===== src/rtl/hangman_status_tx_pkg.sv =====
// rtl/hangman_status_tx_pkg.sv - shared hangman frame constants, types and byte packing
package hangman_pkg;

  localparam logic [7:0] HANG_SYNC        = 8'h7E;
  localparam int         HANG_FRAME_BYTES = 5;

  typedef enum logic [1:0] {
    IDLE,
    START_BIT,
    DATA_BITS,
    STOP_BIT
  } tx_state_t;

  typedef struct packed {
    logic [7:0] letter;
    logic [4:0] index_mask;
    logic [2:0] correct;
    logic [2:0] incorrect;
    logic       win;
    logic       lose;
  } hang_snap_t;

  // Payload bytes B1..B3 packed as {B3, B2, B1}; the receive decoder unpacks the same layout.
  function automatic logic [23:0] hang_pack(input hang_snap_t s);
    return {{2'b00, s.incorrect, s.correct},
            {s.win, s.lose, 1'b0, s.index_mask},
            s.letter};
  endfunction

endpackage


===== src/rtl/hangman_status_tx_if.sv =====
// rtl/hangman_status_tx_if.sv - guess-result inputs and serial status outputs of the status transmitter
interface hangman_status_tx_if;

  logic       update;
  logic [7:0] letter;
  logic [4:0] index_mask;
  logic [2:0] correct;
  logic [2:0] incorrect;
  logic       win;
  logic       lose;
  logic       tx;
  logic       busy;
  logic       done;

  modport master (
    output update, letter, index_mask, correct, incorrect, win, lose,
    input  tx, busy, done
  );

  modport slave (
    input  update, letter, index_mask, correct, incorrect, win, lose,
    output tx, busy, done
  );

endinterface


===== src/rtl/hangman_status_tx_uart_tx_byte.sv =====
// rtl/hangman_status_tx_uart_tx_byte.sv - single-byte 8N1 serializer with load/ready handshake
module uart_tx_byte
  import hangman_pkg::*;
#(
  parameter int CLKS_PER_BIT = 1042
) (
  input  logic       clk,
  input  logic       Rst,
  input  logic       load,
  input  logic [7:0] data,
  output logic       ready,
  output logic       tx
);

  localparam int            TW   = (CLKS_PER_BIT > 1) ? $clog2(CLKS_PER_BIT) : 1;
  localparam logic [TW-1:0] LAST = TW'(CLKS_PER_BIT - 1);

  tx_state_t     state;
  logic [TW-1:0] timer;
  logic [2:0]    bit_idx;
  logic [7:0]    shreg;
  logic          wrap;

  assign wrap  = (timer == LAST);
  // Ready in the last stop-bit cycle lets the next byte's start bit follow with no gap.
  assign ready = (state == IDLE) || ((state == STOP_BIT) && wrap);

  always_ff @(posedge clk or posedge Rst) begin
    if (Rst) begin
      state   <= IDLE;
      timer   <= '0;
      bit_idx <= '0;
      shreg   <= '0;
      tx      <= 1'b1;
    end else begin
      if (state != IDLE) begin
        timer <= wrap ? '0 : timer + TW'(1);
      end
      case (state)
        IDLE: begin
          if (load) begin
            state <= START_BIT;
            shreg <= data;
            timer <= '0;
            tx    <= 1'b0;
          end
        end
        START_BIT: begin
          if (wrap) begin
            state   <= DATA_BITS;
            bit_idx <= '0;
            tx      <= shreg[0];
            shreg   <= {1'b0, shreg[7:1]};
          end
        end
        DATA_BITS: begin
          if (wrap) begin
            if (bit_idx == 3'd7) begin
              state <= STOP_BIT;
              tx    <= 1'b1;
            end else begin
              bit_idx <= bit_idx + 3'd1;
              tx      <= shreg[0];
              shreg   <= {1'b0, shreg[7:1]};
            end
          end
        end
        STOP_BIT: begin
          if (wrap) begin
            if (load) begin
              state <= START_BIT;
              shreg <= data;
              tx    <= 1'b0;
            end else begin
              state <= IDLE;
              tx    <= 1'b1;
            end
          end
        end
        default: begin
          state <= IDLE;
          tx    <= 1'b1;
        end
      endcase
    end
  end

endmodule


===== src/rtl/hangman_status_tx.sv =====
// rtl/hangman_status_tx.sv - snapshots each guess result and sends it as a 5-byte 8N1 status frame
module hangman_status_tx
  import hangman_pkg::*;
#(
  parameter int CLKS_PER_BIT = 1042
) (
  input logic                 clk,
  input logic                 Rst,
  hangman_status_tx_if.slave  bus
);

  hang_snap_t  in_snap;
  hang_snap_t  cur;
  hang_snap_t  pend;
  logic        pend_valid;
  logic        busy_q;
  logic        done_q;
  logic [2:0]  byte_idx;

  logic        ser_ready;
  logic        ser_load;
  logic        ser_tx;
  logic [7:0]  ser_data;
  logic [23:0] payload;
  logic [7:0]  checksum;
  logic [7:0]  next_byte;
  logic        frame_end;
  logic        advance;
  logic        start_idle;
  logic        start_next;

  assign in_snap  = {bus.letter, bus.index_mask, bus.correct, bus.incorrect, bus.win, bus.lose};
  assign payload  = hang_pack(cur);
  assign checksum = payload[7:0] ^ payload[15:8] ^ payload[23:16];

  // The serializer only reports ready mid-frame in the final stop-bit cycle of a byte.
  assign frame_end  = busy_q && ser_ready && (byte_idx == 3'(HANG_FRAME_BYTES - 1));
  assign advance    = busy_q && ser_ready && !frame_end;
  assign start_idle = !busy_q && bus.update;
  assign start_next = frame_end && (pend_valid || bus.update);

  always_comb begin
    next_byte = checksum;
    case (byte_idx)
      3'd0:    next_byte = payload[7:0];
      3'd1:    next_byte = payload[15:8];
      3'd2:    next_byte = payload[23:16];
      default: next_byte = checksum;
    endcase
  end

  assign ser_load = start_idle || start_next || advance;
  assign ser_data = (start_idle || start_next) ? HANG_SYNC : next_byte;

  always_ff @(posedge clk or posedge Rst) begin
    if (Rst) begin
      cur        <= '0;
      pend       <= '0;
      pend_valid <= 1'b0;
      busy_q     <= 1'b0;
      done_q     <= 1'b0;
      byte_idx   <= '0;
    end else begin
      done_q <= frame_end;
      if (start_idle) begin
        cur      <= in_snap;
        busy_q   <= 1'b1;
        byte_idx <= '0;
      end else if (start_next) begin
        // An update coinciding with frame end is newer than any held pending snapshot.
        cur        <= bus.update ? in_snap : pend;
        pend_valid <= 1'b0;
        byte_idx   <= '0;
      end else if (frame_end) begin
        busy_q   <= 1'b0;
        byte_idx <= '0;
      end else begin
        if (advance) begin
          byte_idx <= byte_idx + 3'd1;
        end
        if (busy_q && bus.update) begin
          pend       <= in_snap;
          pend_valid <= 1'b1;
        end
      end
    end
  end

  uart_tx_byte #(
    .CLKS_PER_BIT (CLKS_PER_BIT)
  ) u_uart_tx_byte (
    .clk   (clk),
    .Rst   (Rst),
    .load  (ser_load),
    .data  (ser_data),
    .ready (ser_ready),
    .tx    (ser_tx)
  );

  assign bus.tx   = ser_tx;
  assign bus.busy = busy_q;
  assign bus.done = done_q;

endmodule


===== src/flat_wrapper.sv =====
// flat-port wrapper written by rule: the top's interface ports become plain ports
module hangman_status_tx_flat import hangman_pkg::*;
#(
  parameter int CLKS_PER_BIT = 1042
)
  (clk, Rst, bus_update, bus_letter, bus_index_mask, bus_correct, bus_incorrect, bus_win, bus_lose, bus_tx, bus_busy, bus_done);
  hangman_status_tx_if bus_i ();
  input logic clk;
  input logic Rst;
  input wire logic [$bits(bus_i.update)-1:0] bus_update;
  input wire logic [$bits(bus_i.letter)-1:0] bus_letter;
  input wire logic [$bits(bus_i.index_mask)-1:0] bus_index_mask;
  input wire logic [$bits(bus_i.correct)-1:0] bus_correct;
  input wire logic [$bits(bus_i.incorrect)-1:0] bus_incorrect;
  input wire logic [$bits(bus_i.win)-1:0] bus_win;
  input wire logic [$bits(bus_i.lose)-1:0] bus_lose;
  output wire logic [$bits(bus_i.tx)-1:0] bus_tx;
  output wire logic [$bits(bus_i.busy)-1:0] bus_busy;
  output wire logic [$bits(bus_i.done)-1:0] bus_done;
  assign bus_i.update = bus_update;
  assign bus_i.letter = bus_letter;
  assign bus_i.index_mask = bus_index_mask;
  assign bus_i.correct = bus_correct;
  assign bus_i.incorrect = bus_incorrect;
  assign bus_i.win = bus_win;
  assign bus_i.lose = bus_lose;
  assign bus_tx = bus_i.tx;
  assign bus_busy = bus_i.busy;
  assign bus_done = bus_i.done;
  hangman_status_tx #(.CLKS_PER_BIT(CLKS_PER_BIT)) u_core (.clk(clk), .Rst(Rst), .bus(bus_i));
endmodule

===== config.mk =====
export PLATFORM = sky130hd
export DESIGN_NAME = hangman_status_tx_flat
export DESIGN_NICKNAME = d
export VERILOG_FILES = /design/src/rtl/hangman_status_tx_pkg.sv /design/src/rtl/hangman_status_tx_if.sv /design/src/rtl/hangman_status_tx_uart_tx_byte.sv /design/src/rtl/hangman_status_tx.sv /design/src/flat_wrapper.sv
export SDC_FILE = /design/constraint.sdc
export NUM_CORES = 1
export LEC_CHECK = 0
export CORE_ASPECT_RATIO = 1.5
export CORE_MARGIN = 3
export CORE_UTILIZATION = 35
export CTS_BUF_LIST = sky130_fd_sc_hd__clkbuf_2 sky130_fd_sc_hd__clkbuf_4 sky130_fd_sc_hd__clkbuf_8
export DETAILED_ROUTE_END_ITERATION = 16
export GPL_ROUTABILITY_DRIVEN = 0
export PLACE_DENSITY = 0.57
export SKIP_LAST_GASP = 1
export SLEW_MARGIN = 20
export SYNTH_ARGS = -nofsm -noshare
export SYNTH_HDL_FRONTEND = slang
export SYNTH_HIERARCHICAL = 1
export SYNTH_SLANG_ARGS = --single-unit

===== constraint.sdc =====
create_clock -name clk -period 3.5 [get_ports clk]
set_clock_uncertainty 0.05 [all_clocks]
set_input_delay 0.35 -clock clk [delete_from_list [all_inputs] [get_ports clk]]
set_output_delay 0.35 -clock clk [all_outputs]
set_load 0.05 [all_outputs]

After elaboration in Yosys (flattened, before gate mapping)
Index checks and enable logic that the tools add are counted.
- input port bits: 24
- word-level logic and storage cells: 116
- output and inout port bits: 3
- flip-flop bits (word level): 73
- reduce and logical (&&, ||, !) cells: 28
- add/subtract/negate cells: 3
- multiplexer cells: 43
- equal/unequal tests: 16
- bitwise gates (word level): 5
- operator list (operator ; count):
    $mux W21 ; 3
    $mux W8 ; 6
    $mux W11 ; 4
    $pmux W8 S4 ; 1
    $pmux W8 S3 ; 1
    $mux W3 ; 7
    $reduce_and A4 Y1 ; 4
    $mux W1 ; 13
    $ne A2 B2 Y1 const B ; 6
    $add A11 B1 Y11 const B ; 1
    $eq A11 B11 Y1 const B ; 1
    $mux W2 ; 5
    $reduce_bool A2 Y1 ; 5
    $pmux W2 S4 ; 1
    $xor A8 B6 Y8 ; 1
    $xor A8 B8 Y8 ; 1
    $logic_and A1 B1 Y1 ; 7
    $add A3 B1 Y3 const B ; 2
    $eq A3 B3 Y1 const B ; 2
    $pmux W3 S2 ; 1
    $reduce_and A5 Y1 ; 1
    $eq A2 B2 Y1 const B ; 2
    $logic_or A1 B1 Y1 ; 4
    $ne A2 B1 Y1 const B ; 2
    11 further kinds ; 14

Longest topological paths before layout
- word-level depth: 11
- depth in mapped cells: 13
- mapped depth without buffers: 12

By module
The synthesis kept the hierarchy.
- modules (own cells, without submodules) (module ; area an instance (µm²) ; seq. area each (µm²) ; cells each ; instances):
    hangman_status_tx ; 2641.3 ; 1201.2 ; 202 ; 1
    uart_tx_byte ; 1486.4 ; 626.9 ; 149 ; 1

Least setup slack after synthesis
OpenSTA, ideal clock, no wires.
- kind: register to register
- start: register u_core.u_uart_tx_byte.timer[1]
- end: register u_core.u_uart_tx_byte.shreg[0]
- path slack: 480 ps
- required time: 3325 ps
- setup time: 125 ps
- buffers on the path: 1
- cell stages (with the launch flop): 13
- data arrival time: 2845 ps
- period minus slack after synthesis: 3020 ps
- cell sequence: dfrtp_1 inv_1 ha_1 and4bb_2 nand3_1 o21ai_0 nand3_1 a21oi_2 buf_2 nand2b_1 nor2_1 a211oi_4 mux2_2
- longest elaborated chain between the ends: 11
- elaborated cells on any way between the ends: 18
- those cells by class: eq/ne: 4; mux: 4; reduce/logical: 10
- ends and longest elaborated chain (what ; RTL line ; RTL):
    from (decl) ; hangman_status_tx_uart_tx_byte.sv:19 ; logic [TW-1:0] timer;
    from (signal assigned) ; hangman_status_tx_uart_tx_byte.sv:37 ; timer <= wrap ? '0 : timer + TW'(1);
    $eq A11 B11 Y1 * ; hangman_status_tx_uart_tx_byte.sv:24 ; assign wrap = (timer == LAST);
    $logic_and A1 B1 Y1 * ; hangman_status_tx_uart_tx_byte.sv:26 ; assign ready = (state == IDLE) || ((state == STOP_BIT) && wrap);
    $logic_or A1 B1 Y1 * ; hangman_status_tx_uart_tx_byte.sv:26 ;
    via u_core.ser_ready ; hangman_status_tx.sv:20 ; logic ser_ready;
    $logic_and A1 B1 Y1 * ; hangman_status_tx.sv:37, hangman_status_tx.sv:38 ;
    $logic_and A1 B1 Y1 ; hangman_status_tx.sv:37 ; assign frame_end = busy_q && ser_ready && (byte_idx == 3'(HANG_FRAME_BYTES - 1));
    $logic_and A1 B1 Y1 or $logic_not A1 Y1 (tied branches) ; hangman_status_tx.sv:40, hangman_status_tx.sv:38 ;
    $logic_or A1 B1 Y1 or $logic_and A1 B1 Y1 (tied branches) ; hangman_status_tx.sv:52, hangman_status_tx.sv:38 ;
    $logic_or A1 B1 Y1 * ; hangman_status_tx.sv:52 ; assign ser_load = start_idle || start_next || advance;
    via u_core.ser_load ; hangman_status_tx.sv:21 ; logic ser_load;
    $mux W8 * ; hangman_status_tx_uart_tx_byte.sv:41, hangman_status_tx_uart_tx_byte.sv:70 ;
    $mux W8 ; hangman_status_tx_uart_tx_byte.sv:69 ; if (wrap) begin
    $pmux W8 S4 * ; hangman_status_tx_uart_tx_byte.sv:39 ; case (state)
    to (signal assigned) ; hangman_status_tx_uart_tx_byte.sv:43 ; shreg <= data;
    to (signal assigned) ; hangman_status_tx_uart_tx_byte.sv:53 ; shreg <= {1'b0, shreg[7:1]};
    to (signal assigned) ; hangman_status_tx_uart_tx_byte.sv:72 ; shreg <= data;
    to (decl) ; hangman_status_tx_uart_tx_byte.sv:21 ; logic [7:0] shreg;
Mark *: on every way through the listed nets, which the timed path passes. The rest lies on a longest branch. The select of a mux whose other input is x is not followed.
A chain may end at the register's enable or synchronous reset.

Final worst setup path
- start: register u_core.u_uart_tx_byte.timer[5]
- end: register u_core.u_uart_tx_byte.shreg[4]
The elaborated chain is that of the path after synthesis.

==> flow_metrics.tcl <==
set metrics [dict create \
    synth_enable_flop_cells 0 \
    first_pass_iters 4 \
    syn_area_mm2 0.004128 \
    hp-class "in2async" \
    drtAntennaViolNets 0 \
    die_h_um 139.0 \
    h-tree-depth 3 \
    clockRootBuffer "clkbuf_8" \
    crit_type "reg2reg" \
    grt.busiest_layer "met2" \
    drv_cap 0 \
    slew_headroom_pct 38.92 \
    dieArea_mm2 0.01316 \
    setup_viol 0 \
    numCtsBuffers 9 \
    clk_pin_slew_worst_paths_ps 80 \
    slew_viol_final 0 \
    grt_util_met1_pct 16.02 \
    r2r_start "u_core/u_uart_tx_byte/timer[5]" \
    netlist_top_cells_area "dfrtp_1, mux2_2, mux2_4" \
    hold_buffers 0 \
    max_freq_mhz 343.6 \
    yosysMostFrequentCell "dfrtp_1" \
    cts_tree "yes" \
    status "finished clean" \
    clock_tree.buffer_depth 2 \
    cp_max_fo 8 \
    use_met3_pct 2.172 \
    grt_usage_pct 13.29 \
    placed_cells 512 \
    die_x_um 94.67 \
    drive_gt1_share_pct 29.63 \
    synth_area_leader_cell "dfrtp_1" \
    postCtsResizedCells 0 \
    ys_seq_area_share_pct 44.29 \
    ys.flop_type "dfrtp_1" \
    rows 48 \
    drtIter0Drc 136 \
    whs_ps 412.0 \
    areaGrowthSynthToFinish_pct 14.25 \
    synthCells 351 \
    antenna_cells 0 \
    fill_cells 1106 \
    start_util_pct 35.80 \
    leakage_nw 2.013 \
    power_density_mw_per_mm2 819.4 \
    cp-end-kind "register" \
    synth_top_area_share_pct 43.65 \
    wl_per_cell_um 15.23 \
    fin_crit_sh_pct 83.16 \
    portBuffers 26 \
    rr_worst_depth 10 \
    vias_per_cell 5.188 \
    finalNonFillerCells 528 \
    period_needed_ps 2911 \
    synth-seq-cells 73 \
    drc 0 \
    r2r-end "u_core/u_uart_tx_byte/shreg[4]" \
    grt_pass1_wl_um 13940 \
    use_met2_pct 22.45 \
    layout.nets 409 \
    clkLatencyLatePin_ps 350 \
    synthArstFlopShare_pct 100.0 \
    cp-start-kind "register" \
    num_vias 2739 \
    antenna_found_initial 0 \
    fin_tns_setup_ps 0 \
    synth_commonest_cells "dfrtp_1, mux2_2, mux2_4" \
    rsz0062_at_grt "false" \
    worstPathArrival_ps 3100 \
    required_ps 3690 \
    cts_setup_buffers 0 \
    grt_max_degree 49 \
    core_area_mm2 0.01153 \
    io-pin-count 27 \
    worstMarginPinSlew_ps 910.5 \
    hold_viol 0 \
    avgSynthCellArea_um2 11.76 \
    synth_cell_type_count 55 \
    wl_um 8043 \
    ff2ff_setup_slack_ps 590 \
    synth_nets 387 \
    overflow 0 \
    peakVddDrop_uv 298.0 \
    grt_pass1_vias 2837 \
    yosys_warnings 6 \
    cts.sinks 73 \
    dp_hpwl_um 5511 \
]
## final cells by class
cell class                 count  area (µm²)  area share (%)
clock inverter                 4       50.05           1.061
clock buffer                  12       165.2           3.502
inverter                      13       50.05           1.061
timing repair buffer          30       290.3           6.155
tap                          150       187.7           3.980
sequential                    73        1828           38.76
multi-input combinational    246        2145           45.48
## flip-flops by register name, indices dropped and copies added, names as in the netlist
name	count
u_core/bus.busy	1
u_core/u_uart_tx_byte/shreg	8
u_core/bus.done	1
u_core/u_uart_tx_byte/tx	1
u_core/pend_valid	1
u_core/u_uart_tx_byte/state	2
u_core/cur	21
u_core/pend	21
u_core/u_uart_tx_byte/timer	11
u_core/u_uart_tx_byte/bit_idx	3
u_core/byte_idx	3
## cell usage in the layout (no fill, tap or decap), types with 12 or more instances in the layout
cell type        count
ha_1                12
dfrtp_1             72
o21ai_0             18
xnor2_1             13
clkdlybuf4s50_1     26
nor2_1              19
mux2_2              58
mux2_4              20
nand2_1             15
clkbuf_8            12
## worst max-delay path: stages, from the launching register on
cell and delay [ps]:
dfrtp_1 440, nor4b_1 440, nand3_1 190, o21ai_0 180
buf_4 160, nand3_1 110, a21oi_2 190, nand2b_1 170
nor2_1 90, a211oi_4 380, mux2_2 390
## through the flow
stage	cell area, µm²	setup slack (ps)	util (%)	power, mW
3_5_place_dp	4499	606.8	39.02	3.192
5_1_grt	4716	280.6	40.90	4.193
2_1_floorplan	4128	480.1	-	2.823
6_report	4716	589.4	40.90	3.864
4_1_cts	4715	580.6	40.89	3.924
3_3_place_gp	4499	637.0	39.02	3.154
## layer usage
| layer | vias up | part of all wire, % |
|---|---|---|
| met5 | - | 0 |
| met4 | 0 | 1.6 |
| met3 | 10 | 3.5 |
| met2 | 40 | 52 |
| met1 | 1375 | 42 |
| li1 | 1314 | - |
## report_power, final
group,internal [mW],switching [mW],total (mW),leakage (nW)
combinational,0.966,0.785,1.75,1.01
clock,0.386,0.317,0.704,0.105
sequential,1.14,0.273,1.41,0.895
total,2.49,1.38,3.86,2.01
## worst max path at each step
stage / startpoint / end / slack, ps
6_report: u_core/u_uart_tx_byte/timer[5] / u_core/u_uart_tx_byte/shreg[4] / 590
2_1_floorplan: u_core/u_uart_tx_byte/timer[1] / u_core/u_uart_tx_byte/shreg[0] / 480
3_3_place_gp: u_core/u_uart_tx_byte/timer[5] / u_core/u_uart_tx_byte/shreg[0] / 640
5_1_grt: u_core/u_uart_tx_byte/timer[5] / u_core/u_uart_tx_byte/shreg[4] / 280
4_1_cts: u_core/u_uart_tx_byte/timer[5] / u_core/u_uart_tx_byte/shreg[4] / 580
3_5_place_dp: u_core/u_uart_tx_byte/timer[5] / u_core/u_uart_tx_byte/shreg[4] / 610
## cell families after synthesis
group / Yosys count / share of synthesized area [%]
compound gates: 68 / 12.16
buf+inv: 32 / 3.759
simple gates: 71 / 9.336
flops: 73 / 44.29
fa+ha+maj: 12 / 3.637
xor+xnor: 14 / 2.971
mux: 81 / 23.86
No activity file was read; power rests on OpenSTA's default activity.
